===== src/rtl/ahb_sram_slave.sv =====
// AHB-Lite SRAM slave: byte/half/word accesses to an internal array with programmable wait states.
// Latency: data phase completes WAIT_STATES+1 cycles after the address phase; ERROR is always 2 cycles.
module ahb_sram_slave #(
    parameter logic [31:0] START_ADDR     = 32'h0,
    parameter logic [31:0] DEPTH_IN_BYTES = 32'h100,
    parameter logic [31:0] END_ADDR       = START_ADDR + DEPTH_IN_BYTES - 32'd1,
    parameter int unsigned WAIT_STATES    = 0
) (
    input  logic        HCLK,
    input  logic        HRESET,
    input  logic        HSEL,
    input  logic [31:0] HADDR,
    input  logic [1:0]  HTRANS,
    input  logic        HWRITE,
    input  logic [2:0]  HSIZE,
    input  logic [2:0]  HBURST,
    input  logic [31:0] HWDATA,
    input  logic        HREADY,
    output logic        HREADYOUT,
    output logic [1:0]  HRESP,
    output logic [31:0] HRDATA
);
    localparam int unsigned WORDS = DEPTH_IN_BYTES / 4;
    localparam int unsigned IDX_W = (WORDS > 1) ? $clog2(WORDS) : 1;
    localparam logic [3:0]  WAIT_LOAD = (WAIT_STATES != 0) ? 4'(WAIT_STATES - 1) : 4'd0;

    typedef enum logic [2:0] {
        ST_IDLE,
        ST_WAIT,
        ST_DATA,
        ST_ERR1,
        ST_ERR2
    } state_t;

    state_t           state;
    state_t           state_nxt;
    logic [3:0]       wait_cnt;
    logic [31:0]      addr_q;
    logic             write_q;
    logic [2:0]       size_q;
    logic [31:0]      mem [WORDS];

    logic             accept;
    logic             legal;
    logic             in_range;
    logic             aligned;
    logic [31:0]      haddr_off;
    logic [31:0]      addr_off;
    logic [IDX_W-1:0] word_idx;
    logic [3:0]       lane_en;
    logic             unused_bits;

    // HREADY is normally HREADYOUT looped back; gating with our own ready keeps stalls safe either way.
    assign accept    = HSEL & HTRANS[1] & HREADY & HREADYOUT;
    assign haddr_off = HADDR - START_ADDR;
    assign in_range  = (haddr_off <= (END_ADDR - START_ADDR));
    assign legal     = in_range & aligned;

    always_comb begin
        aligned = 1'b0;
        case (HSIZE)
            3'd0:    aligned = 1'b1;
            3'd1:    aligned = ~HADDR[0];
            3'd2:    aligned = (HADDR[1:0] == 2'b00);
            default: aligned = 1'b0;
        endcase
    end

    assign addr_off    = addr_q - START_ADDR;
    assign word_idx    = addr_off[IDX_W+1:2];
    assign unused_bits = ^{HBURST, addr_off[31:IDX_W+2], addr_off[1:0]};

    always_comb begin
        lane_en = 4'b1111;
        case (size_q)
            3'd0:    lane_en = 4'b0001 << addr_q[1:0];
            3'd1:    lane_en = addr_q[1] ? 4'b1100 : 4'b0011;
            default: lane_en = 4'b1111;
        endcase
    end

    always_ff @(posedge HCLK) begin
        if (HRESET) begin
            state <= ST_IDLE;
        end else begin
            state <= state_nxt;
        end
    end

    always_comb begin
        state_nxt = state;
        case (state)
            ST_WAIT: begin
                if (wait_cnt == 4'd0) begin
                    state_nxt = ST_DATA;
                end
            end
            ST_ERR1: state_nxt = ST_ERR2;
            default: begin
                if (accept) begin
                    if (!legal) begin
                        state_nxt = ST_ERR1;
                    end else if (WAIT_STATES != 0) begin
                        state_nxt = ST_WAIT;
                    end else begin
                        state_nxt = ST_DATA;
                    end
                end else begin
                    state_nxt = ST_IDLE;
                end
            end
        endcase
    end

    always_comb begin
        HREADYOUT = 1'b1;
        HRESP     = 2'b00;
        HRDATA    = '0;
        case (state)
            ST_WAIT: begin
                HREADYOUT = 1'b0;
                if (!write_q) begin
                    HRDATA = mem[word_idx];
                end
            end
            ST_DATA: begin
                if (!write_q) begin
                    HRDATA = mem[word_idx];
                end
            end
            ST_ERR1: begin
                HREADYOUT = 1'b0;
                HRESP     = 2'b01;
            end
            ST_ERR2: HRESP = 2'b01;
            default: ;
        endcase
    end

    always_ff @(posedge HCLK) begin
        if (HRESET) begin
            addr_q   <= '0;
            write_q  <= 1'b0;
            size_q   <= '0;
            wait_cnt <= '0;
        end else begin
            if (accept) begin
                addr_q  <= HADDR;
                write_q <= HWRITE;
                size_q  <= HSIZE;
            end
            if (accept && legal) begin
                wait_cnt <= WAIT_LOAD;
            end else if (state == ST_WAIT && wait_cnt != 4'd0) begin
                wait_cnt <= wait_cnt - 4'd1;
            end
        end
    end

    // Storage is deliberately not reset; a reset edge only suppresses the pending write.
    always_ff @(posedge HCLK) begin
        if (!HRESET && state == ST_DATA && write_q) begin
            for (int b = 0; b < 4; b++) begin
                if (lane_en[b]) begin
                    mem[word_idx][8*b +: 8] <= HWDATA[8*b +: 8];
                end
            end
        end
    end
endmodule

===== config.mk =====
export PLATFORM = sky130hd
export DESIGN_NAME = ahb_sram_slave
export DESIGN_NICKNAME = d
export VERILOG_FILES = /design/src/rtl/ahb_sram_slave.sv
export SDC_FILE = /design/constraint.sdc
export NUM_CORES = 2
export LEC_CHECK = 0
export CAP_MARGIN = 10
export CORE_MARGIN = 3
export CORE_UTILIZATION = 45
export DETAILED_ROUTE_END_ITERATION = 7
export GPL_TIMING_DRIVEN = 0
export PLACE_DENSITY = 0.56
export SLEW_MARGIN = 10
export SYNTH_ARGS = -nofsm -noshare
export SYNTH_HDL_FRONTEND = slang
export SYNTH_SLANG_ARGS = --single-unit

===== constraint.sdc =====
create_clock -name HCLK -period 2.91 [get_ports HCLK]
set_clock_uncertainty 0.1 [all_clocks]
set_input_delay 0.4365 -clock HCLK [delete_from_list [all_inputs] [get_ports HCLK]]
set_output_delay 0.4365 -clock HCLK [all_outputs]
set_load 0.005 [all_outputs]

=== Yosys cells after proc, flatten, opt, wreduce, memory -nomap -nowiden ===
Memories as Yosys holds them, arrays and structs flattened. A register that Yosys moved wholly into a read port is not among the register bits.
Cells that the tools add are included.

* Bits in registers: 19
* Bits in writable memories: 2,048
* Input port bits: 77
* Output and inout port bits: 35
* Memories: 1

* Add/subtract/negate cells: 1
* Order comparisons: 1
* Equality and inequality tests: 8
* Shift-type cells: 1
* Mux-type cells: 25
* Bitwise gates (word level): 5
* Reductions and logical operators: 14

{| class="wikitable"
|+ Memory list
! memory !! depth !! bits a word !! read ports !! clocked after memory_dff !! write ports !! line !! RTL
|-
| mem || 64 || 32 || 1 || 1 || 1 || 41 || <nowiki>logic [31:0] mem [WORDS];</nowiki>
|}

{| class="wikitable"
|+ Operators with widths
! operator !! count
|-
| $mux 32 || 2
|-
| $le 32x8->1 const B || 1
|-
| $mux 1 || 15
|-
| $mux 6 || 2
|-
| $eq 3x1->1 const B || 3
|-
| $eq 3x2->1 const B || 3
|-
| $pmux 4 s2 || 1
|-
| $reduce_or 2->1 || 4
|-
| $logic_not 3->1 || 2
|-
| $mux 3 || 2
|-
| $pmux 3 s2 || 1
|-
| $and 1x1->1 || 4
|-
| $logic_and 1x1->1 || 4
|-
| $logic_not 4->1 || 1
|-
| $mux 4 || 1
|-
| $reduce_bool 4->1 || 1
|-
| $shl 1x2->4 const A || 1
|-
| $sub 4x1->4 const B || 1
|-
| $eq 3x3->1 const B || 1
|-
| $pmux 1 s3 || 1
|-
| $logic_not 2->1 || 1
|-
| $ne 2x2->1 const B || 1
|-
| $logic_not 1->1 || 1
|-
| $not 1->1 || 1
|}

=== Longest topological paths before layout ===
* Depth after elaboration: 6
* Mapped depth: 12

=== Worst setup path before layout ===
OpenSTA, ideal clock, no wires.

* Kind: register to output
* Start: register (tool-made name)
* End: output port HRDATA[6]
* Arrival time: 2,141 ps
* Data required time: 2,374 ps
* Setup slack: 232 ps
* Cell stages (with the launch flop): 8
* Path through: dfxtp_1 -> buf_6 -> buf_4 -> buf_4 -> buf_2 -> mux4_2 -> a2111oi_0 -> o31ai_1

{| class="wikitable"
|+ RTL lines
! item !! line !! RTL
|-
| end: declaration || 21 || <nowiki>output logic [31:0] HRDATA</nowiki>
|}

==> metrics.yaml <==
power_and_ir_drop:
  p_comb_share_pct: 6.0
  p_sw_share_pct: 22.5
  p_int_mw: 48.9
  leakage_nw: 31.1
  switchingPower_mw: 14.2
  pwr-share-clk_pct: 42.0
  irDropWorstVdd_uv: 613
  cellPowerDensity_nw_per_um2: 620
  finalPower_mw: 63.1
  p_seq_share_pct: 52.0
worst_hold_path:
  hp-class: "primary input to flip-flop"
timing:
  relSlewSlack_pct: 38.3
  worst_slew_pin_slew_ps: 926
  hold_violations: 0
  tns_ps: -46100
  period_needed_ps: 4270
  setup_violations: 229
  slew_violations: 0
  max_freq_mhz: 234
  rsz0062_at_grt: "true"
  post-route-period-util_pct: 147
  fin_ws_ps: -1360
detailed_routing:
  met1Wirelength_mm: 114
  wl_met3_mm: 52.6
  drtIter0Drc: 8899
  vias_per_cell: 6.77
  ant_nets: 0
  dr_wl_met2_mm: 139
  routed.top_layer: "met5"
  drc_errors: 0
  finalWirelength_mm: 332
  num_vias: 47000
  first_pass_iters: 8
  wl_per_cell_um: 47.9
floorplan:
  num_io_pins: 112
  start_util_pct: 45.5
  rows: 154
  die-area_um2: 184000
  core_area_um2: 177000
  dieHeight_um: 429
  dieWidth_um: 429
layout:
  synthToLayoutAreaGrowth_pct: 26.3
  final_cells: 6940
  fin_nets: 4489
  final_util_pct: 57.5
  design_area_um2: 102000
  final_cell_mix: "edfxtp_1, mux4_2, nor2_4"
  drive_above_1_share_pct: 43.6
  layout_commonest_cell: "edfxtp_1"
worst_setup_path:
  crit_top_cell: "buf_12"
  critical_path_class: "flip-flop to output port"
  path_cells: "buf_12, buf_12, buf_16, buf_16, buf_12, mux4_2, mux4_2, a22oi_2, o21ai_4, buf_2"
  slowest_delay_ps: 530
  required_ps: 2370
  critPathArrivalTime_ps: 3730
  cp-start-kind: "flip-flop"
  cp-end-kind: "output port"
  crit_family: "multiplexers"
  critPathBufInv: 6
  cp_max_fo: 6
  cp_slowest_cell: "mux4_2"
placement:
  numPortBuffers: 105
  dpl.hpwl_mm: 212
  placed_area_um2: 85700
  dp.cells: 6224
  routabilityCongestion: 1.05
clocking:
  clock_sink_count: 2073
  cts-root-buf: "clkbuf_16"
  insertion_delay_ps: 860
  path_clk_slew_ps: 60
  htree_levels: 4
  cts_tree: "yes"
  max-clock-path-buffers: 3
  cts_made_buffers: 211
synthesis:
  yosys-top-cells-area: "edfxtp_1, mux4_2, nor2_1"
  syn_nets: 3795
  yosysWarningCount: 0
  synth_async_sr_flop_share_pct: 0
  postSynthCellCount: 3717
  synth-main-ff-cell: "edfxtp_1"
  synth.avg_cell_area_um2: 21.7
  synth_area_um2: 80500
  seq_area_frac_synth_pct: 77.0
  yosys_register_bits: 2073
  synth_area_leader_cell: "edfxtp_1"
  yosys.area.top_type_share_pct: 76.4
  yosys.cell_types.count: 59
  synth_edf_count: 2048
grt:
  grt_pass1_vias: 43700
  grt_usage_pct: 35.9
  grt_pass1_wl_mm: 428
  gr-total-overflow: 0
  grt_antenna_before_repair: 25
  grt_max_degree: 53
run:
  max-cap-violations: 0
run_status:
  violations: "negative setup slack"
  status: "finished with violations"
-- state kept, by name (all words and copies together) (netlist names), named ones only --
register  count
size_q        3
state         3
mem        2048
addr_q        8
wait_cnt      4
write_q       1
-- cell usage after synthesis (3+ instances only) --
cell type / count
edfxtp_1: 2048
mux4_2: 571
nor2_1: 304
nand2_1: 180
clkbuf_1: 79
mux2i_1: 67
buf_2: 54
buf_4: 42
o21ai_0: 33
a21oi_1: 32
buf_1: 27
a211oi_1: 25
dfxtp_1: 25
o22ai_1: 21
a31oi_1: 19
nand3_1: 19
nor3_1: 19
buf_6: 13
nor2b_1: 13
mux2_2: 12
a22oi_1: 10
nand2b_1: 8
nor3b_1: 8
and2_1: 6
and3_1: 6
a2111oi_0: 5
a221oi_1: 5
nor4_1: 5
o311ai_0: 5
a32oi_1: 4
inv_1: 4
o211ai_1: 4
o21ai_1: 4
o221ai_1: 4
and3b_1: 3
nand4_1: 3
o31ai_1: 3
or2_2: 3
-- power groups by stage --
stage               clock [mW]  combinational [mW]  sequential (mW)
floorplan                    0               0.975             33.4
global placement             0                2.65             33.5
detailed placement           0                2.83             33.4
CTS                       26.5                3.52             32.8
global route              27.7                3.74             32.8
finish                    26.5                3.76             32.8
-- area by class of cell --
class / instances / area [µm²]
Clock buffer: 278 / 5650
Inverter: 6 / 40.0
Clock inverter: 110 / 961
Tap cell: 2340 / 2930
Timing Repair Buffer: 491 / 6030
Antenna cell: 14 / 35.0
Sequential cell: 2073 / 62000
Fill cell: 13000 / 75200
Multi-Input combinational cell: 1423 / 20800
Buffer: 205 / 3220
-- cells by family after synthesis --
| family | after synthesis | synth area share [%] |
|---|---|---|
| buf+inv | 221 | 1.43 |
| mux | 650 | 17.0 |
| other cells | 1 | 0.00466 |
| compound gates | 184 | 1.49 |
| fa+ha+maj | 1 | 0.0155 |
| xor+xnor | 3 | 0.0327 |
| simple gates | 584 | 3.02 |
| flops | 2073 | 77.0 |
-- worst register-to-register path, delay by kind of cell, from the launching register on --
kind	cells	cell delay, ps
and+or+nand+nor	3	1810
DFF	1	310
buffers and inverters	1	410
-- timing repair --
action | CTS | global route
setup endpoints to repair | 2080 | 1883
resized for setup | 1353 | 278
hold buffers | 23 | 0
pin swaps | 72 | 57
endpoints found under the hold margin | 396 | 0
buffers inserted | 232 | 73
gates cloned | 6 | 2
-- per-layer routing --
metal | vias up | global-route usage, %
li1 | 17000 | -
met1 | 24900 | 46.6
met2 | 4073 | 49.7
met3 | 999 | 16.0
met4 | 24 | 21.6
met5 | - | 0.651
-- stage by stage --
stage / worst slack (ps) / hold slack, ps
detailed placement: -3170 / 353
finish: -1360 / 26.2
CTS: -1350 / 6.17
floorplan: 232 / 336
global placement: -4230 / 349
global route: -1350 / 35.5
-- path summary, 6_finish.rpt --
path                            depth (start not counted)       start  slack (ps)           to
worst max register to register                          4   addr_q[3]        -110  mem[34][26]
worst max-delay path                                   10   flip-flop       -1360   HRDATA[14]
worst min-delay path                                    1  HWDATA[16]          30   mem[0][16]
worst min register to register                          2   size_q[1]         360    size_q[1]
Note: power is estimated with default switching activity, not from simulation.
